**src/rtl/ca_reg_seq_ctrl.sv**
```systemverilog
// Digit sequencer for the online multiplier CA register.
// Takes (x,y) digit pairs over valid/ready, appends ONLINE_DELAY zero pairs,
// and drives x_input/y_input/cnt/computation_cycles/wr_en/word_done.
// Ports: clk, rst (sync, active-high), start/op_digits (launch),
// in_valid/in_ready/x_digit/y_digit (digit stream), x_input/y_input/cnt/
// computation_cycles/wr_en/word_done (register write), busy/done/digit_err.
module ca_reg_seq_ctrl #(
  parameter int ONLINE_DELAY         = 2,
  parameter int DIGITS_PER_WORD_LOG2 = 2
) (
  input  logic       clk,
  input  logic       rst,
  input  logic       start,
  input  logic [6:0] op_digits,
  input  logic       in_valid,
  output logic       in_ready,
  input  logic [1:0] x_digit,
  input  logic [1:0] y_digit,
  output logic [1:0] x_input,
  output logic [1:0] y_input,
  output logic [6:0] cnt,
  output logic [4:0] computation_cycles,
  output logic       wr_en,
  output logic       word_done,
  output logic       busy,
  output logic       done,
  output logic       digit_err
);

  localparam int         SW   = DIGITS_PER_WORD_LOG2;
  localparam logic [7:0] MAXN = 8'(128 - ONLINE_DELAY);
  localparam logic [3:0] DLY  = 4'(ONLINE_DELAY);

  typedef enum logic [1:0] {
    IDLE,
    LOAD,
    FLUSH,
    DONE
  } state_t;

  state_t     state;
  logic [7:0] n_lat;
  logic [7:0] ld;
  logic [7:0] wcnt;
  logic [3:0] fcnt;

  logic [7:0] n_req;
  logic [7:0] n_clmp;
  logic [1:0] xn;
  logic [1:0] yn;
  logic       bad_dig;
  logic       last_ld;
  logic       word_end;
  logic       last_fl;

  always_comb begin
    n_req    = {1'b0, op_digits};
    n_clmp   = (n_req > MAXN) ? MAXN : n_req;
    xn       = (x_digit == 2'b11) ? 2'b00 : x_digit;
    yn       = (y_digit == 2'b11) ? 2'b00 : y_digit;
    bad_dig  = (&x_digit) | (&y_digit);
    last_ld  = (ld + 8'd1) == n_lat;
    word_end = &wcnt[SW-1:0];
    last_fl  = (fcnt + 4'd1) == DLY;
  end

  assign in_ready = (state == LOAD);

  // FLUSH spends one extra non-writing cycle once all zeros are generated,
  // so done lands exactly one cycle after the last presented write.
  always_ff @(posedge clk) begin
    if (rst) begin
      state              <= IDLE;
      n_lat              <= '0;
      ld                 <= '0;
      wcnt               <= '0;
      fcnt               <= '0;
      x_input            <= '0;
      y_input            <= '0;
      cnt                <= '0;
      computation_cycles <= '0;
      wr_en              <= 1'b0;
      word_done          <= 1'b0;
      busy               <= 1'b0;
      done               <= 1'b0;
      digit_err          <= 1'b0;
    end else begin
      wr_en     <= 1'b0;
      word_done <= 1'b0;
      done      <= 1'b0;
      unique case (state)
        IDLE: begin
          if (start) begin
            n_lat              <= n_clmp;
            ld                 <= '0;
            wcnt               <= '0;
            fcnt               <= '0;
            cnt                <= '0;
            computation_cycles <= '0;
            digit_err          <= 1'b0;
            busy               <= 1'b1;
            if (n_clmp != 8'd0) begin
              state <= LOAD;
            end else if (DLY != 4'd0) begin
              state <= FLUSH;
            end else begin
              state <= DONE;
              done  <= 1'b1;
            end
          end
        end
        LOAD: begin
          if (in_valid) begin
            wr_en              <= 1'b1;
            x_input            <= xn;
            y_input            <= yn;
            cnt                <= wcnt[6:0];
            computation_cycles <= wcnt[6:SW];
            word_done          <= word_end | (last_ld & (DLY == 4'd0));
            wcnt               <= wcnt + 8'd1;
            ld                 <= ld + 8'd1;
            if (bad_dig) digit_err <= 1'b1;
            if (last_ld) state <= FLUSH;
          end
        end
        FLUSH: begin
          if (fcnt != DLY) begin
            wr_en              <= 1'b1;
            x_input            <= 2'b00;
            y_input            <= 2'b00;
            cnt                <= wcnt[6:0];
            computation_cycles <= wcnt[6:SW];
            word_done          <= word_end | last_fl;
            wcnt               <= wcnt + 8'd1;
            fcnt               <= fcnt + 4'd1;
          end else begin
            state <= DONE;
            done  <= 1'b1;
          end
        end
        DONE: begin
          state <= IDLE;
          busy  <= 1'b0;
        end
      endcase
    end
  end

endmodule

```
**config.mk**
```make
export PLATFORM = sky130hd
export DESIGN_NAME = ca_reg_seq_ctrl
export DESIGN_NICKNAME = d
export VERILOG_FILES = /design/src/rtl/ca_reg_seq_ctrl.sv
export SDC_FILE = /design/constraint.sdc
export NUM_CORES = 1
export LEC_CHECK = 0
export ABC_CLOCK_PERIOD_IN_PS = 4250
export CAP_MARGIN = 5
export CORE_UTILIZATION = 40
export CTS_CLUSTER_SIZE = 8
export DETAILED_ROUTE_END_ITERATION = 8
export GPL_ROUTABILITY_DRIVEN = 0
export MAX_ROUTING_LAYER = met4
export SLEW_MARGIN = 20
export SYNTH_ARGS = -nofsm -noshare
export SYNTH_HDL_FRONTEND = slang
export SYNTH_SLANG_ARGS = --single-unit
```
**constraint.sdc**
```tcl
create_clock -name clk -period 4.25 [get_ports clk]
set_input_delay 0.85 -clock clk [delete_from_list [all_inputs] [get_ports clk]]
set_output_delay 0.85 -clock clk [all_outputs]
set_load 0.01 [all_outputs]
```
==> results.py <==
metrics = {
    "run_status": {
        "status": "finished, final reports clean",
    },
    "clock_network": {
        "clk_path_buf_depth": 2,
        "clkTransAtPathRegs_ns": 0.09,
        "post-cts-setup-buffer-count": 0,
        "hold_buffers": 0,
        "cts_sinks": 44,
        "clock_latency_ns": 0.29,
        "cts_max_level": 2,
        "cts_root_buffer": "clkbuf_8",
        "cts_buffers": 5,
        "cts_resized": 0,
        "cts_tree": "done",
    },
    "floorplanning": {
        "die_area_um2": 6050,
        "die_h_um": 77.8,
        "rows": 27,
        "initial_core_util": 0.417,
        "core_area_um2": 5510,
        "die_w_um": 77.8,
        "ioPinCount": 37,
    },
    "worst_setup_path": {
        "cp_max_fo": 10,
        "required_ns": 3.40,
        "critPathCaptureType": "output port",
        "crit_path_start_kind": "flip-flop",
        "crit_type": "flip-flop to output port",
        "arrival_ns": 1.70,
    },
    "power": {
        "p_per_area_nw_per_um2": 415,
        "leakagePower_nw": 1.02,
        "power_frac_clock": 0.291,
        "p_int_w": 0.000777,
        "peakVddDrop_uv": 212,
        "combPwrFrac": 0.312,
        "seqPwrFrac": 0.397,
        "p_sw_w": 0.000387,
        "swShare": 0.333,
    },
    "logic_synthesis": {
        "synth_area_um2": 2300,
        "synth-edff-count": 0,
        "yosysMostFrequentCell": "dfxtp_1",
        "syn-mean-instance-area_um2": 8.12,
        "ys_seq_area_frac": 0.383,
        "yosysWarnings": 0,
        "synth_flop_cell": "dfxtp_1",
        "synth_cell_type_count": 44,
        "synth_common_cells": "dfxtp_1, nand2_1, nor2_1, a21oi_1, nand3_1",
        "syn_inst": 283,
        "ys_ff_latch": 44,
        "yosys.area.top_type": "dfxtp_1",
        "synth_fp_nets": 308,
        "synth.area.top_cells": "dfxtp_1, a21oi_1, nand2_1, nor2_1, ha_1",
        "synth_top_cell_area_share": 0.383,
        "ys_async_sr_fraction": 0,
    },
    "timing": {
        "setup_viol": 0,
        "hold_viol_final": 0,
        "skew_ns": 0.00666,
        "fin_crit_sh": 0.600,
        "worstMarginPinSlew_ns": 0.895,
        "grt_setup_unrepaired": "no",
        "slew-limit-headroom": 0.396,
        "fmax_ghz": 0.392,
        "fin_ws_ns": 1.70,
        "tns_ns": 0,
        "min_period_ns": 2.55,
        "maxSlewViolCount": 0,
    },
    "grt": {
        "grt_pass1_vias": 1866,
        "grt_max_degree": 40,
        "grt.total_usage": 0.178,
        "grt_pass1_wl_mm": 8.42,
        "antenna_found_initial": 0,
        "gr-total-overflow": 0,
    },
    "placement": {
        "pre_cts_slack_ns": 1.39,
        "portBuffers": 36,
        "dp.final_hpwl_mm": 3.58,
        "dpl_cell_area_um2": 2680,
    },
    "final_layout": {
        "syn_to_final_growth_pct": 21.9,
        "finalNetCount": 336,
        "final_area_um2": 2800,
        "fillers": 535,
        "drive_above_1_share": 0.0513,
        "antenna_cells": 0,
        "post-route-util": 0.509,
    },
    "run": {
        "drv_cap": 0,
    },
    "route": {
        "drt_pass1_iterations": 4,
        "drt-initial-drc-count": 70,
        "vias": 1956,
        "drt_wl_total_mm": 4.96,
        "remaining_drc_errors": 0,
        "detail-route-antenna-nets": 0,
        "viasPerCell": 5.09,
        "wl_per_cell_um": 12.9,
    },
    "min_path": {
        "hold_path.class": "flip-flop to flip-flop",
    },
}
[kinds of logic (layout without fill, tap and decap cells)]
family                     Yosys count  in the layout  share of synthesized area
AOI/OAI and AO/OA                   54             54                      0.142
xor gates and xnor gates            15             15                     0.0572
muxes                                9              9                     0.0430
buffers and inverters               24             53                     0.0479
and+or+nand+nor                    127            127                      0.272
DFF                                 44             44                      0.383
adders and majority gates           10             10                     0.0544
[power groups by stage]
stage / sequential, W / clock [W] / combinational (W)
6_report: 0.000462 / 0.000339 / 0.000363
5_1_grt: 0.000467 / 0.000372 / 0.000405
4_1_cts: 0.000462 / 0.000352 / 0.000363
3_5_place_dp: 0.000472 / 0 / 0.000360
3_3_place_gp: 0.000471 / 0 / 0.000359
2_1_floorplan: 0.000469 / 0 / 0.000261
[flip-flops by register name, summed over array words and instances (netlist names)]
register / count
state: 2
fcnt: 4
busy: 1
wr_en: 1
ld: 8
x_input: 2
word_done: 1
digit_err: 1
cnt: 7
wcnt: 7
y_input: 2
done: 1
n_lat: 7
[path summary, 6_finish.rpt]
kind / from / end / slack (ns) / cells after the start
min reg2reg: cnt[0] / cnt[0] / 0.45 / 2
max reg2reg: state[0] / wcnt[6] / 1.96 / 9
min: cnt[0] / cnt[0] / 0.45 / 2
max: state[1] / in_ready / 1.70 / 3
[cells in the final DEF (no fill, tap or decap), drive strengths merged, types with 8 or more instances in the layout]
cell type,instances
ha,10
a21oi,28
o21ai,9
nand3,15
clkdlybuf4s50,36
nand2,37
nor2,34
dfxtp,44
xor2,8
[final cells by class]
type | instances | area (um^2) | area share
clock inverters | 2 | 38.8 | 0.0138
repair buffers | 38 | 375 | 0.134
well taps | 72 | 90.1 | 0.0322
multi-input cells | 215 | 1310 | 0.467
clock buffers | 6 | 82.6 | 0.0295
flip-flops and latches | 44 | 881 | 0.314
inverters | 7 | 26.3 | 0.00938
[critical path, stage by stage, from the launching register on]
cell and delay [ns]:
dfxtp_1 0.34, inv_1 0.13, ha_1 0.33, clkdlybuf4s50_1 0.61
[layer usage]
layer | track usage | vias up | share of wire
li1 | - | 1032 | -
met1 | 0.217 | 891 | 0.50
met2 | 0.300 | 29 | 0.47
met3 | 0.0341 | 4 | 0.024
met4 | 0.0453 | 0 | 0.0073
met5 | - | - | 0
[metrics by stage]
stage | hold slack, ns | std cells | total power [W]
global route | 0.487 | 384 | 0.00124
global placement | 0.444 | 376 | 0.000830
CTS | 0.456 | 384 | 0.00118
finish | 0.451 | 384 | 0.00116
floorplan | 0.443 | 283 | 0.000731
detailed placement | 0.443 | 376 | 0.000832
Note: power is estimated with default switching activity, not from simulation.
